`config.mk`:
```
export PLATFORM = sky130hd
export DESIGN_NAME = dmem_access_unit
export DESIGN_NICKNAME = d
export VERILOG_FILES = /design/src/rtl/dmem_access_unit.sv
export SDC_FILE = /design/constraint.sdc
export NUM_CORES = 1
export LEC_CHECK = 0
export BUFFER_PORTS_ARGS = -buffer_cell sky130_fd_sc_hd__buf_2
export CORE_MARGIN = 8
export CORE_UTILIZATION = 46
export CTS_BUF_LIST = sky130_fd_sc_hd__clkbuf_4
export CTS_CLUSTER_DIAMETER = 60
export DETAILED_ROUTE_END_ITERATION = 8
export GPL_TIMING_DRIVEN = 0
export PLACE_DENSITY = 0.75
export SYNTH_ARGS = -nofsm -noshare
export SYNTH_HDL_FRONTEND = slang
export SYNTH_SLANG_ARGS = --single-unit
```
`constraint.sdc`:
```
create_clock -name clk -period 3.7 [get_ports clk]
set_clock_uncertainty 0.15 [all_clocks]
set_input_delay 0.555 -clock clk [delete_from_list [all_inputs] [get_ports clk]]
set_output_delay 0.555 -clock clk [all_outputs]
set_load 0.01 [all_outputs]
```
`src/rtl/dmem_access_unit.sv`:
```
// dmem_access_unit: MEM-stage data-memory access controller.
// Latches a load/store, drives a lane-aligned bus access with registered
// strobes, stalls the pipeline until dmem_resp, and returns the aligned,
// sign/zero-extended load value.
// Optional feature macro: DMEM_MISALIGN_TRAP_EN (trap misaligned accesses
// instead of silently aligning them).
module dmem_access_unit #(
    parameter int XLEN   = 32,
    parameter int DATA_W = 32,
    parameter int ADDR_W = 32
) (
    input  logic                  clk,
    input  logic                  rst,
    input  logic                  req_valid,
    input  logic                  req_write,
    input  logic [2:0]            req_funct3,
    input  logic [ADDR_W-1:0]     req_addr,
    input  logic [XLEN-1:0]       req_wdata,
    output logic                  stall,
    output logic                  ld_valid,
    output logic [XLEN-1:0]       ld_data,
    output logic [DATA_W/8-1:0]   rmask,
    output logic [DATA_W/8-1:0]   wmask,
    output logic                  misalign,
    output logic [ADDR_W-1:0]     dmem_address,
    output logic                  dmem_read,
    output logic                  dmem_write,
    output logic [DATA_W/8-1:0]   dmem_byte_enable,
    output logic [DATA_W-1:0]     dmem_wdata,
    input  logic [DATA_W-1:0]     dmem_rdata,
    input  logic                  dmem_resp
);

    localparam int unsigned NB    = DATA_W / 8;
    localparam int unsigned OFF_W = $clog2(NB);

    typedef enum logic [1:0] {IDLE, BUSY, DONE} state_t;

    state_t            state;

    // request decode
    logic [1:0]        sl;
    logic              uns;
    logic              legal;
    logic [2:0]        low_mask;
    logic              trap;
    logic [OFF_W-1:0]  off;
    logic [NB-1:0]     mask;
    logic              ok;
    logic              ill_pulse;
    logic [DATA_W-1:0] wdata_sh;

    // latched request
    logic              write_q;
    logic [OFF_W-1:0]  off_q;
    logic [1:0]        sl_q;
    logic              uns_q;
    logic              ld_valid_q;
    logic [XLEN-1:0]   ld_data_q;

    // load extraction
    logic [XLEN-1:0]   rsh;
    logic [XLEN-1:0]   keep;
    logic              sbit;
    logic [XLEN-1:0]   ext;

`ifdef DMEM_MISALIGN_TRAP_EN
    logic              mis;
`endif

    // Decode size/legality, alignment handling, lane offset and byte mask
    always_comb begin
        sl       = req_funct3[1:0];
        uns      = req_funct3[2];
        legal    = 1'b1;
        if (uns && req_write)
            legal = 1'b0;
        if (sl == 2'd3 && (XLEN != 64 || uns))
            legal = 1'b0;
        if (sl == 2'd2 && uns && XLEN != 64)
            legal = 1'b0;
        low_mask = (3'b001 << sl) - 3'b001;
`ifdef DMEM_MISALIGN_TRAP_EN
        mis      = |(req_addr[2:0] & low_mask);
        trap     = mis;
        off      = req_addr[OFF_W-1:0];
        misalign = req_valid & legal & mis;
`else
        // Low size bits are dropped so the access is naturally aligned.
        trap     = 1'b0;
        off      = req_addr[OFF_W-1:0] & ~OFF_W'(low_mask);
        misalign = 1'b0;
`endif
        for (int unsigned i = 0; i < NB; i++)
            mask[i] = (i >= 32'(off)) && (i < 32'(off) + (32'd1 << sl));
        wdata_sh  = DATA_W'(req_wdata) << {off, 3'b000};
        ok        = legal & ~trap;
        ill_pulse = (state == IDLE) & req_valid & ~legal;
    end

    assign stall    = req_valid & ok & (state != DONE);
    assign rmask    = (req_valid & ok & ~req_write) ? mask : '0;
    assign wmask    = (req_valid & ok &  req_write) ? mask : '0;
    assign ld_valid = ld_valid_q | ill_pulse;
    assign ld_data  = ill_pulse ? '0 : ld_data_q;

    // Shift the returned word down to the latched lane, then extend by size
    always_comb begin
        rsh = XLEN'(dmem_rdata >> {off_q, 3'b000});
        case (sl_q)
            2'd0:    begin keep = XLEN'(64'hFF);        sbit = rsh[7];      end
            2'd1:    begin keep = XLEN'(64'hFFFF);      sbit = rsh[15];     end
            2'd2:    begin keep = XLEN'(64'hFFFF_FFFF); sbit = rsh[31];     end
            default: begin keep = '1;                   sbit = rsh[XLEN-1]; end
        endcase
        ext = (rsh & keep) | ((sbit & ~uns_q) ? ~keep : '0);
    end

    // Access FSM with registered bus strobes and load result
    always_ff @(posedge clk or posedge rst) begin
        if (rst) begin
            state            <= IDLE;
            write_q          <= 1'b0;
            off_q            <= '0;
            sl_q             <= '0;
            uns_q            <= 1'b0;
            ld_valid_q       <= 1'b0;
            ld_data_q        <= '0;
            dmem_address     <= '0;
            dmem_read        <= 1'b0;
            dmem_write       <= 1'b0;
            dmem_byte_enable <= '0;
            dmem_wdata       <= '0;
        end else begin
            ld_valid_q <= 1'b0;
            case (state)
                IDLE: begin
                    if (ill_pulse) begin
                        ld_data_q <= '0;
                    end else if (req_valid && ok) begin
                        state            <= BUSY;
                        write_q          <= req_write;
                        off_q            <= off;
                        sl_q             <= sl;
                        uns_q            <= uns;
                        dmem_address     <= {req_addr[ADDR_W-1:OFF_W], {OFF_W{1'b0}}};
                        dmem_read        <= ~req_write;
                        dmem_write       <= req_write;
                        dmem_byte_enable <= req_write ? mask : '0;
                        dmem_wdata       <= req_write ? wdata_sh : '0;
                    end
                end
                BUSY: begin
                    if (dmem_resp) begin
                        state            <= DONE;
                        dmem_read        <= 1'b0;
                        dmem_write       <= 1'b0;
                        dmem_byte_enable <= '0;
                        if (!write_q) begin
                            ld_data_q  <= ext;
                            ld_valid_q <= 1'b1;
                        end
                    end
                end
                DONE:    state <= IDLE;
                default: state <= IDLE;
            endcase
        end
    end

endmodule
```
==> run summary <==
Vias/cell: 5.69
Row count: 40
Buf/Inv on CP: 5
Final Worst Setup Slack: 250 ps
Area grow syn2layout: 25.2%
Tot Pwr: 3.82 mW
Yosys warning count: 0
Die Y: 127 µm
Clock power frac: 0.155
Layout Nets: 864
Starting Density: 0.470
Worst flop-to-flop path endpoint: dmem_write
Main synth FF type: dfrtp_1
# port buffers: 213
Met1 GRT Util: 0.262
Min-Delay Path Class: input port to asynchronous set/reset pin
RSZ-0062 raised after global routing: no
Synth Area per Inst: 10.6 µm²
Post-route ant nets: 0
Number of global-route vias before repair: 5423
Sw Pwr: 1.43 mW
Htree depth: 3
WL/cell: 19.5 µm
Slowest cell delay on critical path: 400 ps
Worst path top cell family by delay: buffers and inverters
Iter 0 DRT Violations: 455
Reg2reg setup slack: 1510 ps
Crit-path max FO: 10
Sink Count: 109
Share of post-route cells with drive strength above 1: 0.412
R2r startpoint: state[0]
Met2 Track Usage GR: 0.367
FMAX: 290 MHz
Busiest grt layer: met2
Seq/Total Area, Yosys: 0.485
Most frequent cell after synthesis: dfrtp_1
Sequential share of power: 0.449
Worst VDD drop: 0.311 mV
Comb power frac: 0.396
Source of the critical timing path: req_funct3[0]
Top-area cell type share of the netlist area: 0.485
Number of diodes: 0
Final setup viols: 0
Worst r2r path cells: 7
Placeable Area: 12000 µm²
Slew headroom: 0.514
GRT met3 Usage: 0.0595
Crit path DAT: 2750 ps
Worst-Margin Slew: 725 ps
Setup Crit Path Kind: input port to output port
Pre-CTS setup slack: 260 ps
CTS Buf Count: 9
DRT Wirelength: 17.8 mm
GRT overflow: 0
CTS tree: done
Antenna violations before repair: 0
Final Hold Vio Count: 0
Critical path capture point type: output port
#FFs+latches synth: 109
Die area: 16000 µm²
Critical path's slowest cell: o31ai_1
Die Wd: 127 µm
Post-layout min period: 3450 ps
Post-synthesis cell type count: 51
Worst-Skew Late Latency: 470 ps
CP startpoint kind: input port
Sw Ratio: 0.375
Top-Level Pins: 217
Most used cell, CP: buf_2
Period utilization: 0.932
Via Count: 5188
Drt first pass iters: 5
Post-DP HPWL: 14.1 mm
Leak: 3.54 nW
Mapped Cells: 532
Largest area contributor in the netlist: dfrtp_1
Critical Path End: rmask[2]
Gr usage total: 0.219
Drt drc: 0
Cell Area, Synth: 5630 µm²
Ys async rst share: 1.00
Slew Viols, Final: 0
Int Pwr: 2.39 mW
GP Congestion: 0.881
Status: finished, final reports clean
Worst path depth: 11
First-pass GRT wire length: 28.1 mm
Commonest cells in the netlist: dfrtp_1, nand2_1, mux2_2
Cell chain of the critical path: buf_2, buf_2, nor3b_1, buf_2, buf_4, ha_1, nor2_1, a211oi_1, o31ai_1, nor2_1, buf_2
Synth top area cells: dfrtp_1, mux2_2, mux2i_1
Largest net degree at the start of global routing: 57
Root buffer cell: clkbuf_4
Max_cap viols: 0
Pwr dens: 542 nW/µm²
Clock transition at path regs: 190 ps
Max Buffers Root-to-Sink: 2
Critical path required time: 2990 ps
Number of synthesized flops with an enable pin: 0
## sequential cells by signal, summed over array words and instances, names as in the netlist
name              cells
dmem_wdata           32
write_q               1
dmem_read             1
ld_valid_q            1
state                 2
sl_q                  2
uns_q                 1
dmem_address         30
ld_data_q            32
dmem_byte_enable      4
dmem_write            1
off_q                 2
## layer usage
metal  wire length [µm]  up-vias
li1                   -     2375
met2               8620      244
met5                  0        -
met4                413        0
met1               7190     2536
met3               1530       33
## per-stage QoR
step / cells / cell area [µm²] / TNS, ps / util / hold slack (ps)
after global placement: 894 / 6880 / -109590 / 0.576 / 313
after floorplan: 534 / 5630 / 0 / - / 303
final: 911 / 7050 / 0 / 0.589 / 5.67
after detailed placement: 895 / 6910 / 0 / 0.578 / 327
after global routing: 911 / 7050 / 0 / 0.589 / 36.9
after CTS: 911 / 7050 / 0 / 0.589 / 7.78
## logic make-up (layout without fill, tap and decap cells)
family	after synthesis	count (layout)	synth area share
buffers and inverters	49	279	0.0414
and+or+nand+nor	147	147	0.136
DFF	109	109	0.485
xor gates and xnor gates	2	2	0.00311
other	1	3	0.000666
AOI/OAI and AO/OA	148	148	0.185
adders and majority gates	1	1	0.00222
muxes	75	75	0.147
## worst reg2reg max path, delay by kind of cell (launching register included)
family | cells | cell delay (ps)
simple gates | 4 | 770
flops | 1 | 400
buf+inv | 3 | 760
## cells in the final DEF, fill, tap and decap left out, drive strengths merged, types with 2 or more instances in the layout
| cell type | netlist | routed |
|---|---|---|
| nand2 | 51 | 51 |
| mux2i | 24 | 24 |
| nand2b | 8 | 8 |
| a22o | 24 | 24 |
| a22oi | 8 | 8 |
| conb | 1 | 3 |
| nand3b | 3 | 3 |
| a221o | 5 | 5 |
| or2 | 2 | 2 |
| mux2 | 50 | 50 |
| clkbuf | 14 | 23 |
| a32o | 15 | 15 |
| a21oi | 22 | 22 |
| a211oi | 3 | 3 |
| nor3b | 2 | 2 |
| buf | 29 | 243 |
| nand4 | 3 | 3 |
| nor2b | 12 | 12 |
| and3b | 2 | 2 |
| dfrtp | 109 | 109 |
| a211o | 7 | 7 |
| a31oi | 2 | 2 |
| o21a | 2 | 2 |
| inv | 6 | 11 |
| a21o | 2 | 2 |
| o22ai | 4 | 4 |
| nor2 | 21 | 21 |
| o21ai | 46 | 46 |
| nand3 | 7 | 7 |
| and2 | 32 | 32 |
## what timing repair did
action,4_1_cts,5_1_grt
hold buffers,0,0
endpoints found under the setup margin,0,2
gates resized for setup,0,1
setup buffers,0,0
## final cells by class
type / instances / area [µm²]
inverters: 6 / 25.0
fillers: 1022 / 4910
multi-input cells: 376 / 2670
flip-flops and latches: 109 / 2730
well taps: 147 / 184
plain buffers: 43 / 210
clock buffers: 9 / 67.6
repair buffers: 214 / 1090
clock inverters: 7 / 65.1
## worst min path at each step
stage	slack, ps	cells after the start	end
2_1_floorplan	300	2	write_q
3_3_place_gp	310	2	dmem_wdata[13]
3_5_place_dp	330	2	write_q
4_1_cts	8	2	dmem_address[7]
5_1_grt	40	2	dmem_address[7]
6_report	6	2	dmem_address[7]
## power groups by stage
stage | Clock (mW) | Sequential, mW | Combinational [mW]
floorplan | 0 | 1.78 | 0.842
global placement | 0 | 1.72 | 1.49
detailed placement | 0 | 1.74 | 1.53
CTS | 0.606 | 1.71 | 1.53
global route | 0.660 | 1.76 | 1.65
finish | 0.593 | 1.71 | 1.51
Power figures use the tool's default switching activity.
